`src/rtl/lpc_ring_ctrl_if.sv`:
```
// Port bundle between lpc_ring_ctrl and its dual-port ring buffer (registered read).
interface lpc_ring_ctrl_if #(
  parameter int AW = 8,
  parameter int DW = 8
);
  logic          write_clock_enable;
  logic [AW-1:0] write_addr;
  logic [DW-1:0] write_data;
  logic          read_clock_enable;
  logic [AW-1:0] read_addr;
  logic [DW-1:0] read_data;

  modport master (
    output write_clock_enable, write_addr, write_data,
    output read_clock_enable, read_addr,
    input  read_data
  );

  modport slave (
    input  write_clock_enable, write_addr, write_data,
    input  read_clock_enable, read_addr,
    output read_data
  );
endinterface

```
`src/rtl/lpc_ring_ctrl.sv`:
```
// FIFO sequencer for one dual-port ring buffer: LPC capture in, UART valid/ready out.
// Optional saturating drop counter enabled by defining LPC_RING_DROP_COUNT_EN.
//
// state | meaning
// IDLE  | nothing in flight; issue a read as soon as an entry is stored
// FETCH | read issued last edge; buffer read register loads at this edge
// HOLD  | out_data valid and held until the consumer takes it
module lpc_ring_ctrl #(
  parameter int AW = 8,
  parameter int DW = 8
) (
  input  logic          clock,
  input  logic          reset_n,
  input  logic          in_valid,
  input  logic [DW-1:0] in_data,
  output logic          out_valid,
  input  logic          out_ready,
  output logic [DW-1:0] out_data,
  input  logic          flush,
  input  logic          clear_overflow,
  output logic [AW:0]   level,
  output logic          empty,
  output logic          full,
  output logic          overflow,
`ifdef LPC_RING_DROP_COUNT_EN
  output logic [15:0]   drop_count,
`endif
  lpc_ring_ctrl_if.master buf_if
);

  typedef enum logic [1:0] {IDLE, FETCH, HOLD} state_t;

  localparam logic [AW:0] CAP = {1'b1, {AW{1'b0}}};
  localparam logic [AW:0] ONE = {{AW{1'b0}}, 1'b1};

  state_t      state_q, state_d;
  logic [AW:0] wr_ptr_q, wr_ptr_d;
  logic [AW:0] rd_ptr_q, rd_ptr_d;
  logic        out_valid_q, out_valid_d;
  logic        overflow_q, overflow_d;
  logic        wr_en, rd_en, drop;
`ifdef LPC_RING_DROP_COUNT_EN
  logic [15:0] drop_count_q, drop_count_d;
`endif

  assign level = wr_ptr_q - rd_ptr_q;
  assign empty = (level == '0);
  assign full  = (level == CAP);

  always_comb begin
    // Enables are forced low while reset is held so the buffer sees no stray write.
    wr_en       = in_valid & ~full & ~flush & reset_n;
    drop        = in_valid & full & ~flush;
    rd_en       = 1'b0;
    wr_ptr_d    = wr_ptr_q;
    rd_ptr_d    = rd_ptr_q;
    state_d     = state_q;
    out_valid_d = out_valid_q;

    if (wr_en) wr_ptr_d = wr_ptr_q + ONE;

    if (flush) begin
      rd_ptr_d    = wr_ptr_q;
      state_d     = IDLE;
      out_valid_d = 1'b0;
    end else begin
      case (state_q)
        IDLE: begin
          if (!empty) begin
            rd_en    = 1'b1;
            rd_ptr_d = rd_ptr_q + ONE;
            state_d  = FETCH;
          end
        end
        FETCH: begin
          state_d     = HOLD;
          out_valid_d = 1'b1;
        end
        HOLD: begin
          if (out_ready) begin
            out_valid_d = 1'b0;
            if (!empty) begin
              rd_en    = 1'b1;
              rd_ptr_d = rd_ptr_q + ONE;
              state_d  = FETCH;
            end else begin
              state_d = IDLE;
            end
          end
        end
        default: begin
          state_d     = IDLE;
          out_valid_d = 1'b0;
        end
      endcase
    end

    // A drop in the same cycle as clear_overflow keeps the flag set.
    overflow_d = drop | (overflow_q & ~clear_overflow);

`ifdef LPC_RING_DROP_COUNT_EN
    if (clear_overflow)
      drop_count_d = {15'd0, drop};
    else if (drop && drop_count_q != 16'hFFFF)
      drop_count_d = drop_count_q + 16'd1;
    else
      drop_count_d = drop_count_q;
`endif
  end

  always_ff @(posedge clock or negedge reset_n) begin
    if (!reset_n) begin
      state_q      <= IDLE;
      wr_ptr_q     <= '0;
      rd_ptr_q     <= '0;
      out_valid_q  <= 1'b0;
      overflow_q   <= 1'b0;
`ifdef LPC_RING_DROP_COUNT_EN
      drop_count_q <= 16'd0;
`endif
    end else begin
      state_q      <= state_d;
      wr_ptr_q     <= wr_ptr_d;
      rd_ptr_q     <= rd_ptr_d;
      out_valid_q  <= out_valid_d;
      overflow_q   <= overflow_d;
`ifdef LPC_RING_DROP_COUNT_EN
      drop_count_q <= drop_count_d;
`endif
    end
  end

  assign out_valid                 = out_valid_q;
  assign overflow                  = overflow_q;
  assign out_data                  = buf_if.read_data;
  assign buf_if.write_clock_enable = wr_en;
  assign buf_if.write_addr         = wr_ptr_q[AW-1:0];
  assign buf_if.write_data         = in_data;
  assign buf_if.read_clock_enable  = rd_en;
  assign buf_if.read_addr          = rd_ptr_q[AW-1:0];
`ifdef LPC_RING_DROP_COUNT_EN
  assign drop_count                = drop_count_q;
`endif

endmodule
```
`src/flat_wrapper.sv`:
```
// flat-port wrapper written by rule: the top's interface ports become plain ports
module lpc_ring_ctrl_flat 
#(
  parameter int AW = 8,
  parameter int DW = 8
)
  (clock, reset_n, in_valid, in_data, out_valid, out_ready, out_data, flush, clear_overflow, level, empty, full, overflow, buf_if_write_clock_enable, buf_if_write_addr, buf_if_write_data, buf_if_read_clock_enable, buf_if_read_addr, buf_if_read_data);
  lpc_ring_ctrl_if #(.AW(AW), .DW(DW)) buf_if_i ();
  input  logic clock;
  input  logic reset_n;
  input  logic in_valid;
  input  logic [DW-1:0] in_data;
  output logic out_valid;
  input  logic out_ready;
  output logic [DW-1:0] out_data;
  input  logic flush;
  input  logic clear_overflow;
  output logic [AW:0] level;
  output logic empty;
  output logic full;
  output logic overflow;
  output wire logic [$bits(buf_if_i.write_clock_enable)-1:0] buf_if_write_clock_enable;
  output wire logic [$bits(buf_if_i.write_addr)-1:0] buf_if_write_addr;
  output wire logic [$bits(buf_if_i.write_data)-1:0] buf_if_write_data;
  output wire logic [$bits(buf_if_i.read_clock_enable)-1:0] buf_if_read_clock_enable;
  output wire logic [$bits(buf_if_i.read_addr)-1:0] buf_if_read_addr;
  input wire logic [$bits(buf_if_i.read_data)-1:0] buf_if_read_data;
  assign buf_if_write_clock_enable = buf_if_i.write_clock_enable;
  assign buf_if_write_addr = buf_if_i.write_addr;
  assign buf_if_write_data = buf_if_i.write_data;
  assign buf_if_read_clock_enable = buf_if_i.read_clock_enable;
  assign buf_if_read_addr = buf_if_i.read_addr;
  assign buf_if_i.read_data = buf_if_read_data;
  lpc_ring_ctrl #(.AW(AW), .DW(DW)) u_core (.clock(clock), .reset_n(reset_n), .in_valid(in_valid), .in_data(in_data), .out_valid(out_valid), .out_ready(out_ready), .out_data(out_data), .flush(flush), .clear_overflow(clear_overflow), .level(level), .empty(empty), .full(full), .overflow(overflow), .buf_if(buf_if_i));
endmodule
```
`config.mk`:
```
export PLATFORM = sky130hd
export DESIGN_NAME = lpc_ring_ctrl_flat
export DESIGN_NICKNAME = d
export VERILOG_FILES = /design/src/rtl/lpc_ring_ctrl_if.sv /design/src/rtl/lpc_ring_ctrl.sv /design/src/flat_wrapper.sv
export SDC_FILE = /design/constraint.sdc
export NUM_CORES = 1
export LEC_CHECK = 0
export CAP_MARGIN = 40
export CORE_ASPECT_RATIO = 0.8
export CORE_UTILIZATION = 48
export CTS_CLUSTER_DIAMETER = 150
export DETAILED_ROUTE_END_ITERATION = 7
export PLACE_DENSITY_LB_ADDON = 0.25
export SLEW_MARGIN = 10
export SYNTH_ARGS = -nofsm -noshare
export SYNTH_HDL_FRONTEND = slang
export SYNTH_SLANG_ARGS = --single-unit
```
`constraint.sdc`:
```
create_clock -name clock -period 4.95 [get_ports clock]
set_input_delay 0.99 -clock clock [delete_from_list [all_inputs] [get_ports clock]]
set_output_delay 0.99 -clock clock [all_outputs]
set_load 0.05 [all_outputs]
```
==> metrics.md <==
| Metric | Value |
|---|---|
| Die H | 57.7 µm |
| RSZ-0062 raised after global routing | false |
| Half-perimeter wire length after placement | 3.19 mm |
| Syn Nets | 246 |
| CTS max path bufs | 2 |
| Gr ovfl total | 0 |
| Layout cells sized above 1 | 5.48% |
| Skew final | 0.00673 ns |
| Util after Layout | 58.8% |
| Synth warn | 0 |
| Crit Path Category | flip-flop to primary output |
| Max-Cap Viols | 0 |
| Routed WL | 4.20 mm |
| Slew HR | 65.4% |
| Fin crit share | 95.8% |
| DRC Markers | 0 |
| Antenna viol nets, final | 0 |
| Htree depth | 1 |
| First-pass GRT wire length | 6.91 mm |
| Metal3 WL | 208 µm |
| Die area | 0.00414 mm² |
| Hold Fails Final Rpt | 0 |
| Seq/Total Area, Yosys | 29.5% |
| TritonRoute pass-1 iters | 4 |
| Max Fclk | 211 MHz |
| Reg2reg setup slack | 1.74 ns |
| I/O pins | 69 |
| Fillers | 327 |
| Startpoint types | flip-flop |
| Routed vias | 1,515 |
| Number of port buffers | 36 |
| Fin nets | 253 |
| CP required | 3.96 ns |
| Register Area | 551 µm² |
| TritonCTS clock tree | done |
| Ys async rst share | 100% |
| Final std cells w/o fill | 261 |
| Area growth from synthesis to layout | 12.4% |
| Total CTS buffers | 3 |
| CP endpoint kind | primary output |
| Clock transition at the registers of the reported paths | 0.08 ns |
| WL/cell | 16.1 µm |
| Cell count after synthesis | 213 |
| Multi-input logic area | 983 µm² |
| Met2 routed WL | 1.94 mm |
| Root Driver | clkbuf_8 |
| Number of diodes | 0 |
| Core area | 0.00357 mm² |
| Setup Buffers After CTS | 0 |
| Num rows | 19 |
| Clock latency at the later pin of the worst-skew pair | 0.27 ns |
| Fin crit period | 4.74 ns |
| Placed Cells | 257 |
| Worst Max-Slew Pin Slew | 0.518 ns |
| Final count of negative-setup-slack endpoints | 0 |
| Largest net degree at the start of global routing | 23 |
| Number of global-route vias before repair | 1,456 |
| Setup tns final | 0 ns |
| Flops & latches, synth | 22 |
| Uppermost layer routed | met4 |
| Hold Crit Class | flip-flop to flip-flop |
| Netlist Area Pre-Place | 0.00186 mm² |
| Clk sinks | 22 |
| CP max FO | 10 |
| Max-slew violations | 0 |
| CP Data Arrival Time | 3.75 ns |
| Met1 wire length | 1.98 mm |
| Initial antenna violation count | 0 |
| Synthesized area per cell | 8.75 µm² |
| Post-synth cell types | 44 |
| Die extent in x | 71.7 µm |
| Post-synth EDFFs | 0 |
| Run status | complete, no violations |
| GPL Wtd Cong | 0.832 |
| Main synth FF type | dfrtp_1 |
| Routed vias/inst | 5.80 |
| GRT Total Usage | 21.7% |
| Initial DRC count | 80 |
| Starting Density | 52.3% |
[cells in the final DEF (no fill, tap or decap), types with 3 or more instances in the layout]
| cell | instances |
|---|---|
| clkdlybuf4s50_1 | 35 |
| dfrtp_1 | 22 |
| nand2_1 | 19 |
| inv_1 | 16 |
| nor2_1 | 11 |
| o211ai_1 | 10 |
| xor2_1 | 10 |
| nand3_1 | 10 |
| ha_1 | 10 |
| a21oi_1 | 8 |
| or4_1 | 8 |
| and3_1 | 4 |
| xnor2_1 | 4 |
| nor3_1 | 4 |
| a21o_1 | 3 |
| nor4b_1 | 3 |
| nand4_1 | 3 |
| clkbuf_8 | 3 |
[layout make-up]
class | instances | area share, %
Timing Repair Buffer | 38 | 18.0
Sequential cell | 22 | 26.3
Tap cell | 42 | 2.51
Clock buffer | 3 | 1.97
Multi-Input combinational cell | 139 | 46.9
Clock inverter | 1 | 1.43
Inverter | 16 | 2.87
[critical path, stage by stage, from the launching register on]
cell and delay (ns):
dfrtp_1 0.49, inv_1 0.08, ha_1 0.36, o211a_1 0.23, o21a_1 0.15, or3_4 0.39, a2111oi_4 0.38, o2111a_1 0.51
clkdlybuf4s50_1 0.89
[final timing paths]
path,cells after the start,endpoint,startpoint
min,1,u_core.out_valid,u_core.out_valid
min in group asynchronous,2,u_core.wr_ptr_q[1],reset_n
max in group asynchronous,2,u_core.rd_ptr_q[0],reset_n
max reg2reg,10,u_core.rd_ptr_q[7],u_core.wr_ptr_q[0]
min reg2reg,1,u_core.out_valid,u_core.out_valid
max,8,full,u_core.rd_ptr_q[2]
[registers in the layout (all words and copies together) (netlist names)]
name / cells
u_core.rd_ptr_q: 9
u_core.overflow: 1
u_core.wr_ptr_q: 9
u_core.out_valid: 1
u_core.state_q: 2
[logic make-up (layout without fill, tap and decap cells)]
logic type / after synthesis / after routing / share of synthesized area, %
buffers and inverters: 52 / 58 / 17.7
muxes: 2 / 2 / 1.34
xor gates and xnor gates: 14 / 14 / 6.58
adders and majority gates: 11 / 11 / 7.79
AOI/OAI and AO/OA: 39 / 39 / 16.0
and+or+nand+nor: 73 / 73 / 21.1
DFF: 22 / 22 / 29.5
[metal layers]
metal	GRT usage, %	up-vias
met5	0	-
met4	8.96	0
met3	3.65	9
met2	35.3	55
met1	28.9	719
li1	-	732
[timing repair]
action                                  4_1_cts  5_1_grt
endpoints found under the hold margin         0        0
resized for setup                             0        1
hold buffers                                  0        0
endpoints found under the setup margin        0        1
[metrics by stage]
step,area [µm²],setup WS [ns],hold slack [ns]
detailed placement,2020,0.442,0.517
global placement,2020,0.529,0.499
CTS,2090,0.115,0.544
floorplan,1860,0.501,0.499
global route,2100,0.00507,0.559
finish,2100,0.210,0.538
[cells in the mapped netlist (2+ instances only)]
master,number,share of area (%)
o211ai_1,10,4.0
nand2b_1,2,0.67
a211oi_1,2,0.81
nand3_1,10,2.7
a21oi_1,8,2.1
nand2_1,19,3.8
ha_1,10,6.7
nand4_1,3,1.0
nor2_1,11,2.2
nor2b_1,2,0.67
a31oi_1,2,0.67
a21o_1,3,1.2
xnor2_1,4,1.9
nor4b_1,3,1.4
dfrtp_1,22,30
nor3_1,4,1.1
and3_1,4,1.3
buf_4,32,13
or4_1,8,3.2
o31ai_1,2,0.81
buf_6,2,1.2
o21ai_0,2,0.54
xor2_1,10,4.7
o211a_1,2,1.1
clkbuf_1,2,0.40
inv_1,16,3.2
Power is not shown: default switching activity piles up to over one toggle a cycle in this logic, so the estimate is an artifact.
